[src/rtl/rf_write_arbiter.sv]
// rf_write_arbiter: shares the register file write port between the pipeline
// writeback stage (always wins) and an in-order queue of multi-cycle results,
// with write-after-write kill, pending-write hazard lookup and a starvation
// guard that requests a pipeline bubble.
module rf_write_arbiter #(
    parameter int QDEPTH       = 2,
    parameter int STARVE_LIMIT = 4
) (
    input  logic        clk,
    input  logic        rst,
    input  logic        wb_en,
    input  logic [4:0]  wb_dest,
    input  logic [31:0] wb_val,
    input  logic        mc_valid,
    input  logic [4:0]  mc_dest,
    input  logic [31:0] mc_val,
    output logic        mc_ready,
    output logic        rf_we,
    output logic [4:0]  rf_dest,
    output logic [31:0] rf_val,
    input  logic [4:0]  chk_src1,
    input  logic [4:0]  chk_src2,
    output logic        chk_hit1,
    output logic        chk_hit2,
    output logic        pipe_stall,
    output logic [2:0]  q_count
);

    localparam int AW = $clog2(STARVE_LIMIT + 1);

    typedef enum logic [1:0] {S_IDLE, S_PEND, S_FORCE} state_t;

    state_t        state;
    logic [AW-1:0] age;

    // Queue storage, entry 0 is the head; pops shift toward the head.
    logic          q_live [QDEPTH];
    logic [4:0]    q_dest [QDEPTH];
    logic [31:0]   q_val  [QDEPTH];
    logic [2:0]    count;

    logic          n_live [QDEPTH];
    logic [4:0]    n_dest [QDEPTH];
    logic [31:0]   n_val  [QDEPTH];
    logic [2:0]    n_count;
    logic [2:0]    pop_count;

    logic wb_req, enq, pop, full, blocked;

    assign wb_req   = wb_en && (wb_dest != '0);
    assign mc_ready = (count < 3'(QDEPTH));
    assign enq      = mc_valid && mc_ready && (mc_dest != '0);
    assign pop      = !wb_req && (count != '0);
    assign full     = (count == 3'(QDEPTH));
    assign blocked  = wb_req && (count != '0);
    assign q_count  = count;

    // Next queue contents: WAW kill on existing entries, then pop, then enqueue
    // into the first free slot so a same-edge result is never killed.
    always_comb begin
        n_live    = q_live;
        n_dest    = q_dest;
        n_val     = q_val;
        pop_count = count;
        if (wb_req) begin
            for (int unsigned i = 0; i < QDEPTH; i++) begin
                if ((3'(i) < count) && (q_dest[i] == wb_dest)) n_live[i] = 1'b0;
            end
        end
        if (pop) begin
            for (int unsigned i = 0; i + 1 < QDEPTH; i++) begin
                n_live[i] = q_live[i+1];
                n_dest[i] = q_dest[i+1];
                n_val[i]  = q_val[i+1];
            end
            n_live[QDEPTH-1] = 1'b0;
            pop_count = count - 3'd1;
        end
        n_count = pop_count;
        if (enq) begin
            for (int unsigned i = 0; i < QDEPTH; i++) begin
                if (3'(i) == pop_count) begin
                    n_live[i] = 1'b1;
                    n_dest[i] = mc_dest;
                    n_val[i]  = mc_val;
                end
            end
            n_count = pop_count + 3'd1;
        end
    end

    // Queue state register.
    always_ff @(posedge clk or negedge rst) begin
        if (!rst) begin
            count <= '0;
            for (int unsigned i = 0; i < QDEPTH; i++) begin
                q_live[i] <= 1'b0;
                q_dest[i] <= '0;
                q_val[i]  <= '0;
            end
        end else begin
            count  <= n_count;
            q_live <= n_live;
            q_dest <= n_dest;
            q_val  <= n_val;
        end
    end

    // Registered write command: writeback first, else pop the head.
    always_ff @(posedge clk or negedge rst) begin
        if (!rst) begin
            rf_we   <= 1'b0;
            rf_dest <= '0;
            rf_val  <= '0;
        end else if (wb_req) begin
            rf_we   <= 1'b1;
            rf_dest <= wb_dest;
            rf_val  <= wb_val;
        end else if (pop) begin
            rf_we <= q_live[0];
            if (q_live[0]) begin
                rf_dest <= q_dest[0];
                rf_val  <= q_val[0];
            end
        end else begin
            rf_we <= 1'b0;
        end
    end

    // Starvation guard: ages a full, blocked head and forces a bubble.
    always_ff @(posedge clk or negedge rst) begin
        if (!rst) begin
            state      <= S_IDLE;
            age        <= '0;
            pipe_stall <= 1'b0;
        end else begin
            case (state)
                S_IDLE: begin
                    age        <= '0;
                    pipe_stall <= 1'b0;
                    if (enq) state <= S_PEND;
                end
                S_PEND: begin
                    if (pop) begin
                        age   <= '0;
                        state <= (n_count == '0) ? S_IDLE : S_PEND;
                    end else if (full && blocked) begin
                        if (age == AW'(STARVE_LIMIT - 1)) begin
                            state      <= S_FORCE;
                            pipe_stall <= 1'b1;
                        end else begin
                            age <= age + 1'b1;
                        end
                    end
                end
                S_FORCE: begin
                    if (pop) begin
                        age        <= '0;
                        pipe_stall <= 1'b0;
                        state      <= (n_count == '0) ? S_IDLE : S_PEND;
                    end
                end
                default: begin
                    state      <= S_IDLE;
                    age        <= '0;
                    pipe_stall <= 1'b0;
                end
            endcase
        end
    end

    // Hazard lookup against live queued writes only.
    always_comb begin
        chk_hit1 = 1'b0;
        chk_hit2 = 1'b0;
        for (int unsigned i = 0; i < QDEPTH; i++) begin
            if ((3'(i) < count) && q_live[i]) begin
                if ((chk_src1 != '0) && (q_dest[i] == chk_src1)) chk_hit1 = 1'b1;
                if ((chk_src2 != '0) && (q_dest[i] == chk_src2)) chk_hit2 = 1'b1;
            end
        end
    end

endmodule

[config.mk]
export PLATFORM = sky130hd
export DESIGN_NAME = rf_write_arbiter
export DESIGN_NICKNAME = d
export VERILOG_FILES = /design/src/rtl/rf_write_arbiter.sv
export SDC_FILE = /design/constraint.sdc
export NUM_CORES = 1
export LEC_CHECK = 0
export ABC_CLOCK_PERIOD_IN_PS = 5100
export BUFFER_PORTS_ARGS = -buffer_cell sky130_fd_sc_hd__buf_2
export CAP_MARGIN = 20
export CORE_MARGIN = 2
export CORE_UTILIZATION = 45
export CTS_CLUSTER_DIAMETER = 60
export DETAILED_ROUTE_END_ITERATION = 8
export PLACE_DENSITY = 0.72
export SYNTH_ARGS = -nofsm -noshare
export SYNTH_HDL_FRONTEND = slang
export SYNTH_SLANG_ARGS = --single-unit
[constraint.sdc]
create_clock -name clk -period 5.1 [get_ports clk]
set_clock_uncertainty 0.15 [all_clocks]
set_input_delay 0.51 -clock clk [delete_from_list [all_inputs] [get_ports clk]]
set_output_delay 0.51 -clock clk [all_outputs]
set_load 0.1 [all_outputs]
-- Word-level counts from Yosys, hierarchy flattened
Cells that the tools add are included.
- reductions and logical operators: 30
- mux-type cells: 50
- equality and inequality tests: 19
- $add $sub $neg: 3
- order comparisons: 3
- operators with widths (operator ; count):
    $mux 32 ; 6
    $mux 64 ; 1
    $eq 5x5->1 ; 6
    $mux 5 ; 6
    $reduce_bool 5->1 ; 4
    $mux 1 ; 19
    $mux 3 ; 6
    $mux 2 ; 8
    $logic_and 1x1->1 ; 14
    $mux 10 ; 1
    $ne 2x2->1 const B ; 5
    $ne 3x3->1 const B ; 3
    $reduce_and 4->1 ; 2
    $add 3x1->3 const B ; 2
    $eq 3x2->1 const B ; 2
    $logic_not 3->1 ; 2
    $lt 1x3->1 const A ; 2
    $pmux 2 s3 ; 1
    $pmux 3 s2 ; 1
    $reduce_and 2->1 ; 2
    $reduce_bool 2->1 ; 2
    $eq 1x3->1 const A ; 1
    $lt 3x2->1 const B ; 1
    $reduce_and 3->1 ; 1
    other kinds (7) ; 7
- word-level logic and storage cells: 118
- bits of input ports: 88
- register bits after elaboration: 123
- output and inout bits: 45

-- Depth between registers and ports, before layout
Gate-level depths: netlist of run 1.
- depth in word-level cells: 11
- gate-level depth with buffers: 12
- mapped depth without buffers: 11

-- Worst setup path before layout of run 1
Ideal clock, no wire load.
- kind: register to output
- start: reg count[1] (netlist: q_count[1])
- end: out chk_hit1
- path buffers: 0
- setup slack: 0.610 ns
- data required time: 4.440 ns
- arrival time: 3.830 ns
- stages on the path, launching flop included: 8
- cell sequence: dfrtp_1 inv_1 ha_1 nand2b_1 nand2_1 nor3_1 a31oi_1 nor3_1
- cells in the longest elaborated chain, start to end: 5
- elaborated cells between the ends (all ways): 7
- classes of those cells: 2 x order compare; 3 x mux; 2 x reduce/logical
- RTL lines (what ; line ; text):
    start: declaration ; 40 ; logic [2:0] count;
    start signal: assignment ; 102 ; count <= n_count;
    $lt 1x3->1 ; 177 ; if ((3'(i) < count) && q_live[i]) begin
    $logic_and 1x1->1 ; 177 ;
    $mux 1 ; 177 ;
    $mux 1 ; 178 ; if ((chk_src1 != '0) && (q_dest[i] == chk_src1)) chk_hit1 = 1'b1;
    $mux 1 * ; 177 ;
    end: declaration ; 23 ; output logic chk_hit1,
Mark *: on every way between the ends. The rest lies on a longest branch, timed or not.

-- Worst setup path in the final report of run 1
- start: reg count[1] (netlist: q_count[1])
- end: reg q_val[25] in the netlist's numbering
- cells in the longest elaborated chain, start to end: 5
- elaborated cells between the ends (all ways): 9
- classes of those cells: 1 x add/sub; 1 x order compare; 1 x eq/ne; 1 x mux; 5 x reduce/logical
- RTL lines (what ; line ; text):
    parallel branches: the longest is 4 deep, another holds $sub 3x1->3 ; -- ;
    $reduce_and 2->1 (no source line) * ; -- ;
    end signal: assignment ; 105 ; q_val <= n_val;
    end: declaration ; 39 ; logic [31:0] q_val [QDEPTH];
Every way passes the cells marked *.
A chain may end at the register's enable or synchronous reset.

==> results.md, run 1 <==
* Outcome: complete, no violations
* Syn Inst Count at about 540
* Clk sinks at approximately 120
* Die height at ~120 um
* Setup_tns at 0 ns
* Vias per cell at between 5 and 6
* Worst-margin pin slew at around 0.66 ns
* CTS tree: yes
* Clk buf depth at 2
* Drt first pass iters at 4
* FF-to-FF path depth at 8
* Clk_lat worst skew at a little over 0.4 ns
* Post-CTS sizing at 0
* DP HPWL at ~10000 um
* Initial antenna violation count at 1
* Cell Area, Synth at between 0.006 and 0.007 mm^2
* Clock transition at path regs at around 0.05 ns
* Startpoint Class: register
* Critical path capture point type: register
* HP Class: in2reg
* Max transition margin at 0.560
* H-tree depth at 4
* GRT met3 Usage at 0.0665
* # DRC at 0
* Hold depth at 3
* Required time of the critical path at ~5.2 ns
* CP delay by family, top: simple AND/OR/NAND/NOR gates
* Area of the multi-input gates at roughly 0.0028 mm^2
* Maximum VDD drop at approximately 0.37 mV
* FF-to-FF Start: q_count[1]
* CP cell instances: inv_1, ha_1, or3b_2, o22ai_1, mux2i_1, nand4_4, buf_4, mux2_4
* Core footprint at 0.0132 mm^2
* Synthesized area per cell at ~11 um^2
* Final wirelength at about 14,000 um
* Register area at a little over 0.003 mm^2
* Post-synthesis sequential area ratio at 0.506
* Worst Setup Path Type: reg2reg
* Grt met1 use at 0.253
* Buffers added on ports at about 130
* CP Max Fanout at 20
* CP max-delay cell: mux2i_1
* Synth area leaders: dfrtp_1 (51%), mux2i_1 (13%), o21ai_0 (6.4%)
* Count of cell types in the netlist at 48
* Reg2reg setup slack at about 1.6 ns
* Die Wd at around 120 um
* Final Hold Vio Count at 0
* Post-synth ARST share at 1.00
* Max Fclk at about 0.29 GHz
* DR vias at around 4,500
* Largest net degree at the start of global routing at 80
* Global-route wire length before repair at ~23,000 um
* Vias in the first global route at 4,661
* Core Util, Final at 0.562
* Hold Path Origin: wb_val[14]
* Fin. max-slew vios at 0
* Yosys warning count at 0
* Hold EP: rf_val[14]
* Largest stage delay, worst path at between 0.5 and 0.6 ns
* Grt peak-use layer: met2
* Synth top area share at 0.506
* Synth-to-Final Area Change at 22.3%
* Post-synth EDFFs at 0
* Fill count at 1,180
* Fraction of layout cells with a size suffix above 1 at 0.316
* Antenna-violating nets left at 0
* Clk root buf: clkbuf_16
* WL per Instance at 16.7 um
* Synth Flop Type: dfrtp_1
* Pwr dens at between 600 and 700 mW/mm^2
* P_leak at between 3 and 4 nW
* Die Area at around 0.014 mm^2
* Starting Density at 0.460
* Critical path buffers and inverters at 2
* Remaining Overflow, GRT at 0
* GP Congestion at 0.926
* Worst r2r dst: q_val[25]
* Fin nets at approximately 760
* I/O pins at ~130
* Tmin final at approximately 3.5 ns
* GRT met2 Usage at 0.341
* Syn nets at about 640
* Ant. Diodes at 0
* Row count at between 40 and 50
* Tcrit/Tclk final at 0.679
* RSZ-0062 raised after global routing: no
* Final setup viols at 0
* Iter 0 DRT Violations at slightly above 200
* Max_cap viols at 0
* Post-synth top area cell: dfrtp_1
* Gr usage total at 0.206
* CP arrival at 3.60 ns
* Crit path depth at 8
* Num CTS Buffers at 17
* Seq cells post-synth at 123
-- flip-flops by register name, indices dropped and copies added (netlist names) --
register    flops
age             3
q_val          64
q_dest         10
q_count         3
rf_val         32
state           2
q_live          2
pipe_stall      1
rf_we           1
rf_dest         5
-- placed cells by master, fill, tap and decap left out, types with 4 or more instances in the layout --
cell type  synthesis  routed
nor4_1             4       4
ha_1               7       7
o21ai_0           78      78
nand2_1           79      78
mux2_2            19      19
mux2i_1           77      77
clkbuf_16          0      17
clkbuf_8           0       5
buf_4              1       6
mux2_4            19      19
nor3_1             7       7
inv_1              8       8
buf_2              7     131
nor2_1            10      10
xor2_1            17      17
xnor2_1           16      16
dfrtp_1          123     123
nand3_1            4       4
clkinv_2           0       5
-- report_power, final --
group	internal, mW	total, mW	leakage, nW	switching, mW
Sequential	1.34	1.64	1.53	0.303
Combinational	0.643	1.78	2.00	1.14
Clock	0.729	1.13	0.283	0.403
Total	2.71	4.56	3.82	1.85
-- synth_stat cells (8+ instances only) --
library cell and n:
mux2_4 19, o21ai_0 78, nand2_1 79, xor2_1 17
xnor2_1 16, nor2_1 10, mux2_2 19, inv_1 8
clkbuf_1 20, mux2i_1 77, dfrtp_1 123
-- tightest hold or removal path: stages --
cell and delay, ns:
buf_2 0.07, nand2_1 0.03, o21ai_0 0.05
-- cell type report --
class,instances,area share
sequential,123,0.413
multi-input combinational,377,0.375
timing repair buffer,140,0.102
clock buffer,25,0.0679
tap,176,0.0296
clock inverter,7,0.00840
inverter,8,0.00403
-- kinds of logic (layout without fill, tap and decap cells) --
family,after synthesis,after routing,synth area share
flip-flops,123,123,0.506
XOR/XNOR,33,33,0.0475
AO/OA/AOI/OAI,97,97,0.0909
buffers and inverters,41,180,0.0366
multiplexers,115,115,0.209
adder cells (fa/ha/maj),7,7,0.0144
AND/OR/NAND/NOR,125,125,0.0964
-- what timing repair did --
item                                    4_1_cts  5_1_grt
endpoints found under the setup margin        0        0
endpoints found under the hold margin         0        8
setup buffers                                 0        0
hold buffers                                  0        1
-- metal layers --
layer	up-vias	wire, um
met3	28	1020
li1	2149	-
met4	2	250
met5	-	10
met1	2173	6210
met2	163	6830
-- per-stage QoR --
| step | hold WS (ns) | instance area, um^2 | power, mW | setup WS [ns] | cells |
|---|---|---|---|---|---|
| after floorplan | 0.0644 | 6090 | 3.02 | 0.610 | 541 |
| after global placement | 0.314 | 6820 | 3.33 | 1.33 | 821 |
| after detailed placement | 0.335 | 6820 | 3.43 | 1.13 | 821 |
| after CTS | 0.136 | 7390 | 4.58 | 1.37 | 853 |
| after global routing | 0.146 | 7450 | 4.81 | 1.47 | 856 |
| final | 0.149 | 7450 | 4.56 | 1.64 | 856 |
-- worst max-delay path by stage --
stage / startpoint / slack [ns] / endpoint
6_report: q_count[1] / 1.64 / q_val[25]
4_1_cts: q_count[1] / 1.37 / q_val[32]
3_5_place_dp: wb_dest[2] / 1.13 / q_val[32]
3_3_place_gp: wb_dest[2] / 1.33 / q_val[57]
5_1_grt: q_count[1] / 1.47 / q_val[25]
2_1_floorplan: q_count[1] / 0.61 / chk_hit1
No activity file was read; power rests on OpenSTA's default activity.
==> inputs of run 2 (changes only) <==
--- a/config.mk
+++ b/config.mk
@@ -5,14 +5,14 @@
 export SDC_FILE = /design/constraint.sdc
 export NUM_CORES = 1
 export LEC_CHECK = 0
-export ABC_CLOCK_PERIOD_IN_PS = 5100
+export ABC_CLOCK_PERIOD_IN_PS = 3000
 export BUFFER_PORTS_ARGS = -buffer_cell sky130_fd_sc_hd__buf_2
 export CAP_MARGIN = 20
 export CORE_MARGIN = 2
 export CORE_UTILIZATION = 45
 export CTS_CLUSTER_DIAMETER = 60
 export DETAILED_ROUTE_END_ITERATION = 8
-export PLACE_DENSITY = 0.72
+export PLACE_DENSITY = 0.75
 export SYNTH_ARGS = -nofsm -noshare
 export SYNTH_HDL_FRONTEND = slang
 export SYNTH_SLANG_ARGS = --single-unit
==> constraint.sdc (replaced) <==
create_clock -name clk -period 3 [get_ports clk]
set_clock_uncertainty 0.15 [all_clocks]
set_input_delay 0.3 -clock clk [delete_from_list [all_inputs] [get_ports clk]]
set_output_delay 0.3 -clock clk [all_outputs]
set_load 0.1 [all_outputs]
==> run 2 against run 1 <==
  * Core utilization is 6.2 points higher
  * Combinational power is 83% higher
  * Cell count is 8.6% higher
  * Via count is 6.7% higher
  * Die area stayed put
==> results.md, run 2 (synthesis gave the netlist of run 1 again) <==
* Worst Setup Path Type: reg2reg
* Biggest regs: q_val (64), rf_val (32), q_dest (10)
* Die height at 120 um (unchanged)
* Fin nets at 838 (+10%)
* I/O pins at 133 (unchanged)
* Startpoint Class: register
* Max_cap viols at 0 (unchanged)
* WL per Instance at 16.3 um (-2.6%)
* Buffers added on ports at 132 (unchanged)
* Row count at 42 (unchanged)
* Pwr dens at 977 mW/mm^2 (+60%)
* Starting Density at 0.460 (unchanged)
* Iter 0 DRT Violations at 293 (+45%)
* Largest Register: q_val
* Final Hold Vio Count at 0 (unchanged)
* FF-to-FF Start: q_count[0]
* CP arrival at 3.10 ns (-0.50 ns)
* GRT met3 Usage at 0.0524 (-0.0142)
* Tcrit/Tclk final at 0.984 (+0.305)
* Die Area at 0.0145 mm^2 (unchanged)
* Vias in the first global route at 5,173 (+11%)
* Post-CTS sizing at 0 (unchanged)
* Max reg flops at 64 (unchanged)
* Reg2reg setup slack at 0.05 ns (-1.59 ns)
* HP Class: in2reg
* Core Util, Final at 0.624 (+0.0621)
* Setup_tns at 0 ns (unchanged)
* Crit path from: q_count[0]
* Fill count at 1,046 (-11%)
* Initial antenna violation count at 0 (-1)
* FF-to-FF path depth at 8 (unchanged)
* CP Max Fanout at 18 (-10%)
* Vias per cell at 5.18 (-1.8%)
* Grt peak-use layer: met2
* Pint at 4.86 mW (+79%)
* Synth-to-Final Area Change at 35.8%
* RSZ-0062 raised after global routing: no
* Clk sinks at 123 (unchanged)
* H-tree depth at 4 (unchanged)
* Required time of the critical path at 3.15 ns (-2.09 ns)
* P_leak at 4.15 nW (+8.7%)
* Remaining Overflow, GRT at 0 (unchanged)
* Outcome: complete, no violations
* DR vias at 4,817 (+6.7%)
* Maximum VDD drop at 0.558 mV (+51%)
* Clock share of power at 0.255 (+0.007)
* Gr usage total at 0.224 (+0.0175)
* Tmin final at 2.95 ns (-0.511 ns)
* Sequential Power Share at 0.343 (-0.017)
* Largest net degree at the start of global routing at 73 (-8.8%)
* Most frequent cells in the layout: buf_2 (131), dfrtp_1 (120), o21ai_0 (78), nand2_1 (78), mux2i_1 (76)
* DP HPWL at 9570 um (-2.7%)
* Max Fclk at 0.339 GHz (+17%)
* Clk_lat worst skew at 0.41 ns (about the same)
* Commonest non-fill, non-tap cell in the layout: buf_2
* Grt met1 use at 0.275 (+0.0220)
* Drt first pass iters at 5 (+1)
* Clock transition at path regs at 0.05 ns (about the same)
* Final setup viols at 0 (unchanged)
* Critical path capture point type: register
* Fraction of layout cells with a size suffix above 1 at 0.302 (-0.0138)
* Max transition margin at 0.495 (-0.0651)
* Setup bufs post-CTS at 0 (unchanged)
* Worst-margin pin slew at 0.757 ns (+0.0976 ns)
* Global-route wire length before repair at 25,300 um (+9.8%)
* GRT met2 Usage at 0.376 (+0.0352)
* Num CTS Buffers at 17 (unchanged)
* GP Congestion at 0.838 (-9.5%)
* Clk root buf: clkbuf_16
* Power share of the combinational group at 0.402 (+0.011)
* Clk buf depth at 2 (unchanged)
* CP endpoint: q_val[20]
* Sw power at 3.22 mW (+74%)
* Worst r2r dst: q_val[20]
* Ant. Diodes at 0 (unchanged)
* Final wirelength at 15,200 um (+5.9%)
* Die Wd at 120 um (unchanged)
* Core footprint at 0.0132 mm^2 (unchanged)
* Switch share at 0.399 (-0.00655)
* Antenna-violating nets left at 0 (unchanged)
* Fin. max-slew vios at 0 (unchanged)
* CTS tree: yes
* # DRC at 0 (unchanged)
## run 2: cell count changes in the layout (fill, tap and decap cells not counted), sizes merged
cell	change
bufinv	+2
buf	+7
dlygate4sd3	+69
clkinv	-1
clkbuf	-3
## run 2: repair_timing
| item | 4_1_cts | 5_1_grt |
|---|---|---|
| endpoints found under the hold margin | 161 | 0 |
| setup endpoints to repair | 0 | 0 |
| hold buffers | 70 | 0 |
## run 2: layout make-up
cell class / instances / area (um^2) / area share
sequential: 123 / 3080 / 0.373
multi-input combinational: 377 / 2830 / 0.342
timing repair buffer: 216 / 1520 / 0.184
clock buffer: 22 / 474 / 0.0574
tap: 176 / 220 / 0.0266
clock inverter: 8 / 118 / 0.0142
inverter: 8 / 30.0 / 0.00363
## run 2: per-stage QoR
| stage | cells | setup WS [ns] | total power, mW | area, um^2 | hold slack [ns] |
|---|---|---|---|---|---|
| after floorplan | 541 | 0.0257 | 5.17 | 6120 | -0.146 |
| after global placement | 830 | 0.262 | 5.78 | 6980 | 0.252 |
| after detailed placement | 830 | 0.113 | 5.93 | 6980 | 0.271 |
| after CTS | 930 | 0.0879 | 8.09 | 8270 | 0.0248 |
| after global routing | 930 | 0.00369 | 8.49 | 8270 | 0.0521 |
| final | 930 | 0.0488 | 8.08 | 8270 | 0.0412 |
## run 2: power by group through the flow
| stage | Sequential [mW] | Clock (mW) | Combinational (mW) |
|---|---|---|---|
| finish | 2.77 | 2.06 | 3.25 |
| global route | 2.84 | 2.17 | 3.48 |
| CTS | 2.76 | 2.10 | 3.24 |
| detailed placement | 2.77 | 0 | 3.16 |
| global placement | 2.74 | 0 | 3.04 |
| floorplan | 3.46 | 0 | 1.70 |
## run 2: how the worst min path moves through the flow
| stage | from | depth (start not counted) | to | slack [ns] |
|---|---|---|---|---|
| floorplan | rst | 0 | age[0] | -0.15 |
| global placement | rst | 1 | rf_val[15] | 0.25 |
| detailed placement | rst | 1 | rf_val[15] | 0.27 |
| CTS | wb_dest[2] | 3 | rf_dest[2] | 0.02 |
| global route | wb_dest[3] | 3 | rf_dest[3] | 0.05 |
| finish | wb_dest[2] | 3 | rf_dest[2] | 0.04 |
## run 2: critical path: stages (launching register included)
cell and delay (ns):
dfrtp_2 0.43, inv_1 0.15, ha_1 0.21, or3b_2 0.45
o22ai_1 0.19, mux2i_2 0.46, nand4_4 0.18, buf_4 0.28
mux2_4 0.34
## run 2: routing by layer
layer | vias to the layer above | wire, um
met5 | - | 0
met4 | 0 | 353
met3 | 35 | 743
met2 | 148 | 7700
met1 | 2344 | 6370
li1 | 2290 | -
==> inputs of run 3 (changes only) <==
--- a/config.mk
+++ b/config.mk
@@ -13,6 +13,8 @@
 export CTS_CLUSTER_DIAMETER = 60
 export DETAILED_ROUTE_END_ITERATION = 8
 export PLACE_DENSITY = 0.75
+export SLEW_MARGIN = 20
 export SYNTH_ARGS = -nofsm -noshare
 export SYNTH_HDL_FRONTEND = slang
 export SYNTH_SLANG_ARGS = --single-unit
+export TNS_END_PERCENT = 100
==> constraint.sdc (replaced) <==
create_clock -name clk -period 3 [get_ports clk]
set_clock_uncertainty 0.15 [all_clocks]
set_input_delay 0.15 -clock clk [delete_from_list [all_inputs] [get_ports clk]]
set_output_delay 0.15 -clock clk [all_outputs]
set_load 0.1 [all_outputs]
==> run 3 against run 2 <==
  * Design area rose by 0.59%
  * Combinational power barely moved
  * Clock-buffer cell count did not move
  * First-iteration DRC count fell by 19%
  * Register-to-register slack improved by 0.14 ns
  * Worst hold slack got worse by 0.017 ns
  * Via count rose by 0.60%
  * Cell count rose by 1.1%
  * Clock power fell by 6%
  * Flip-flop and latch count did not move
  * Worst setup slack improved by 0.11 ns
  * Critical path type is now in2reg
==> results.md, run 3 (synthesis gave the netlist of run 1 again) <==
* Drt first pass iters at 4 (-1)
* Hold EP: q_count[0]
* Die Wd at 120 um (unchanged)
* Iter 0 DRT Violations at 238 (-19%)
* Remaining Overflow, GRT at 0 (unchanged)
* Crit path setup slack, layout at 0.160 ns (+0.111 ns)
* Clock transition at path regs at 0.06 ns (about the same)
* DP HPWL at 9610 um (+0.45%)
* Startpoint Class: primary input
* Synth-to-Final Area Change at 36.6%
* Row count at 42 (unchanged)
* FF-to-FF Start: q_count[0]
* Core footprint at 0.0132 mm^2 (unchanged)
* H-tree depth at 4 (unchanged)
* Worst Setup Path Type: in2reg
* Fin nets at 848 (+1.2%)
* Outcome: complete, no violations
* Final Power at 7.95 mW (-1.5%)
* Initial antenna violation count at 0 (unchanged)
* Core Util, Final at 0.628 (+0.00368)
* WHS at 0.0245 ns (-0.0168 ns)
* Max transition margin at 0.493 (-0.00183)
* Post-place instance area at 0.00695 mm^2 (-0.43%)
* Setup_tns at 0 ns (unchanged)
* Critical path capture point type: register
* Worst-margin pin slew at 0.760 ns (+0.00275 ns)
* Sequential Power Share at 0.349 (+0.006)
* Num CTS Buffers at 17 (unchanged)
* CP Max Fanout at 29 (+11)
* Max Fclk at 0.352 GHz (+3.9%)
* CTS tree: yes
* Pint at 4.73 mW (-2.6%)
* Pre-CTS worst setup slack at 0.0890 ns (-0.0238 ns)
* Design Area, Final at 0.00832 mm^2 (+0.59%)
* Tmin final at 2.84 ns (-0.111 ns)
* P_leak at 4.18 nW (+0.73%)
* Global-route wire length before repair at 25,100 um (-1.1%)
* Final Hold Vio Count at 0 (unchanged)
* Buffers added on ports at 132 (unchanged)
* Vias in the first global route at 5,135 (-0.73%)
* Placed cells at 831 (+0.12%)
* Clock share of power at 0.244 (-0.011)
* Fin. max-slew vios at 0 (unchanged)
* Vias per cell at 5.16 (-0.47%)
* Ant. Diodes at 0 (unchanged)
* FF-to-FF path depth at 8 (unchanged)
* # DRC at 0 (unchanged)
* GP Congestion at 0.814 (-2.9%)
* Gr usage total at 0.220 (-0.00351)
* Most frequent cells in the layout: buf_2 (131), dfrtp_1 (120), dlygate4sd3_1 (79)
* Clk root buf: clkbuf_16
* Required time of the critical path at 3.15 ns (about the same)
* Clk_lat worst skew at 0.41 ns (about the same)
* Die height at 120 um (unchanged)
* Max reg flops at 64 (unchanged)
* Antenna-violating nets left at 0 (unchanged)
* Tcrit/Tclk final at 0.947 (-0.0372)
* Fraction of layout cells with a size suffix above 1 at 0.305 (+0.00259)
* Switch share at 0.405 (+0.00649)
* WL per Instance at 16.2 um (-0.68%)
* Biggest regs: q_val (64), rf_val (32), q_dest (10)
* Setup bufs post-CTS at 0 (unchanged)
* DR vias at 4,846 (+0.60%)
* HP Class: in2reg
* Power share of the combinational group at 0.407 (+0.005)
* Worst r2r dst: q_val[14]
* Maximum VDD drop at 0.492 mV (-12%)
* Die Area at 0.0145 mm^2 (unchanged)
* CP arrival at 2.99 ns (-0.11 ns)
* Clk buf depth at 2 (unchanged)
* Commonest non-fill, non-tap cell in the layout: buf_2
* Sw power at 3.22 mW (+0.11%)
* Hold Path Origin: mc_valid
* Starting Density at 0.460 (unchanged)
* Largest Register: q_val
* Pwr dens at 956 mW/mm^2 (-2.1%)
* Crit path from: wb_dest[2]
* Reg2reg setup slack at 0.19 ns (+0.14 ns)
* Largest net degree at the start of global routing at 73 (unchanged)
* Fin cells at 940 (+1.1%)
* Clk sinks at 123 (unchanged)
* I/O pins at 133 (unchanged)
* Final setup viols at 0 (unchanged)
* Max_cap viols at 0 (unchanged)
* Hold depth at 4 (+1)
* Final wirelength at 15,200 um (+0.39%)
* RSZ-0062 raised after global routing: no
run 3: changes by cell type in the layout (fill, tap and decap cells not counted), sizes merged:
cell         before  now
buf             146  147
bufinv            3    1
clkinv            4    6
dlygate4sd3      70   79
run 3: how the worst max path moves through the flow:
| stage | endpoint | slack, ns | cells past startpoint |
|---|---|---|---|
| after CTS | q_val[18] | 0.06 | 8 |
| after floorplan | q_val[52] | 0.03 | 10 |
| after global placement | q_val[13] | 0.23 | 8 |
| final | q_val[3] | 0.16 | 9 |
| after global routing | state[0] | 0.06 | 11 |
| after detailed placement | q_val[15] | 0.09 | 8 |
run 3: layout make-up:
cell class	instances	area (um^2)
Fill cell	1033	4930
Multi-Input combinational cell	377	2830
Sequential cell	123	3080
Inverter	8	30.0
Tap cell	176	220
Timing Repair Buffer	226	1590
Clock buffer	22	494
Clock inverter	8	67.6
run 3: worst max-delay path, stage by stage:
cell and delay, ns:
dlygate4sd3_1 0.53, buf_2 0.16, or3_4 0.43, o31a_2 0.31
or3_1 0.34, a21boi_4 0.17, nand4_4 0.09, buf_4 0.41
mux2_2 0.39
run 3: power groups by stage:
stage          registers, mW  logic [mW]  clock network [mW]
3_3_place_gp            2.74        3.00                   0
3_5_place_dp            2.77        3.13                   0
4_1_cts                 2.76        3.23                1.97
5_1_grt                 2.84        3.48                2.05
2_1_floorplan           3.46        1.70                   0
6_report                2.77        3.24                1.94
run 3: per-layer routing:
layer  share of wire  track usage  up-vias
li1                -            -     2313
met1            0.43        0.271     2357
met2            0.50        0.371      145
met3           0.047       0.0594       31
met4           0.019       0.0828        0
met5               0            0        -
run 3: timing repair:
action                                  CTS  global route
hold endpoints to repair                169             0
gates resized for setup                   0             3
hold buffers                             79             0
endpoints found under the setup margin    0            29
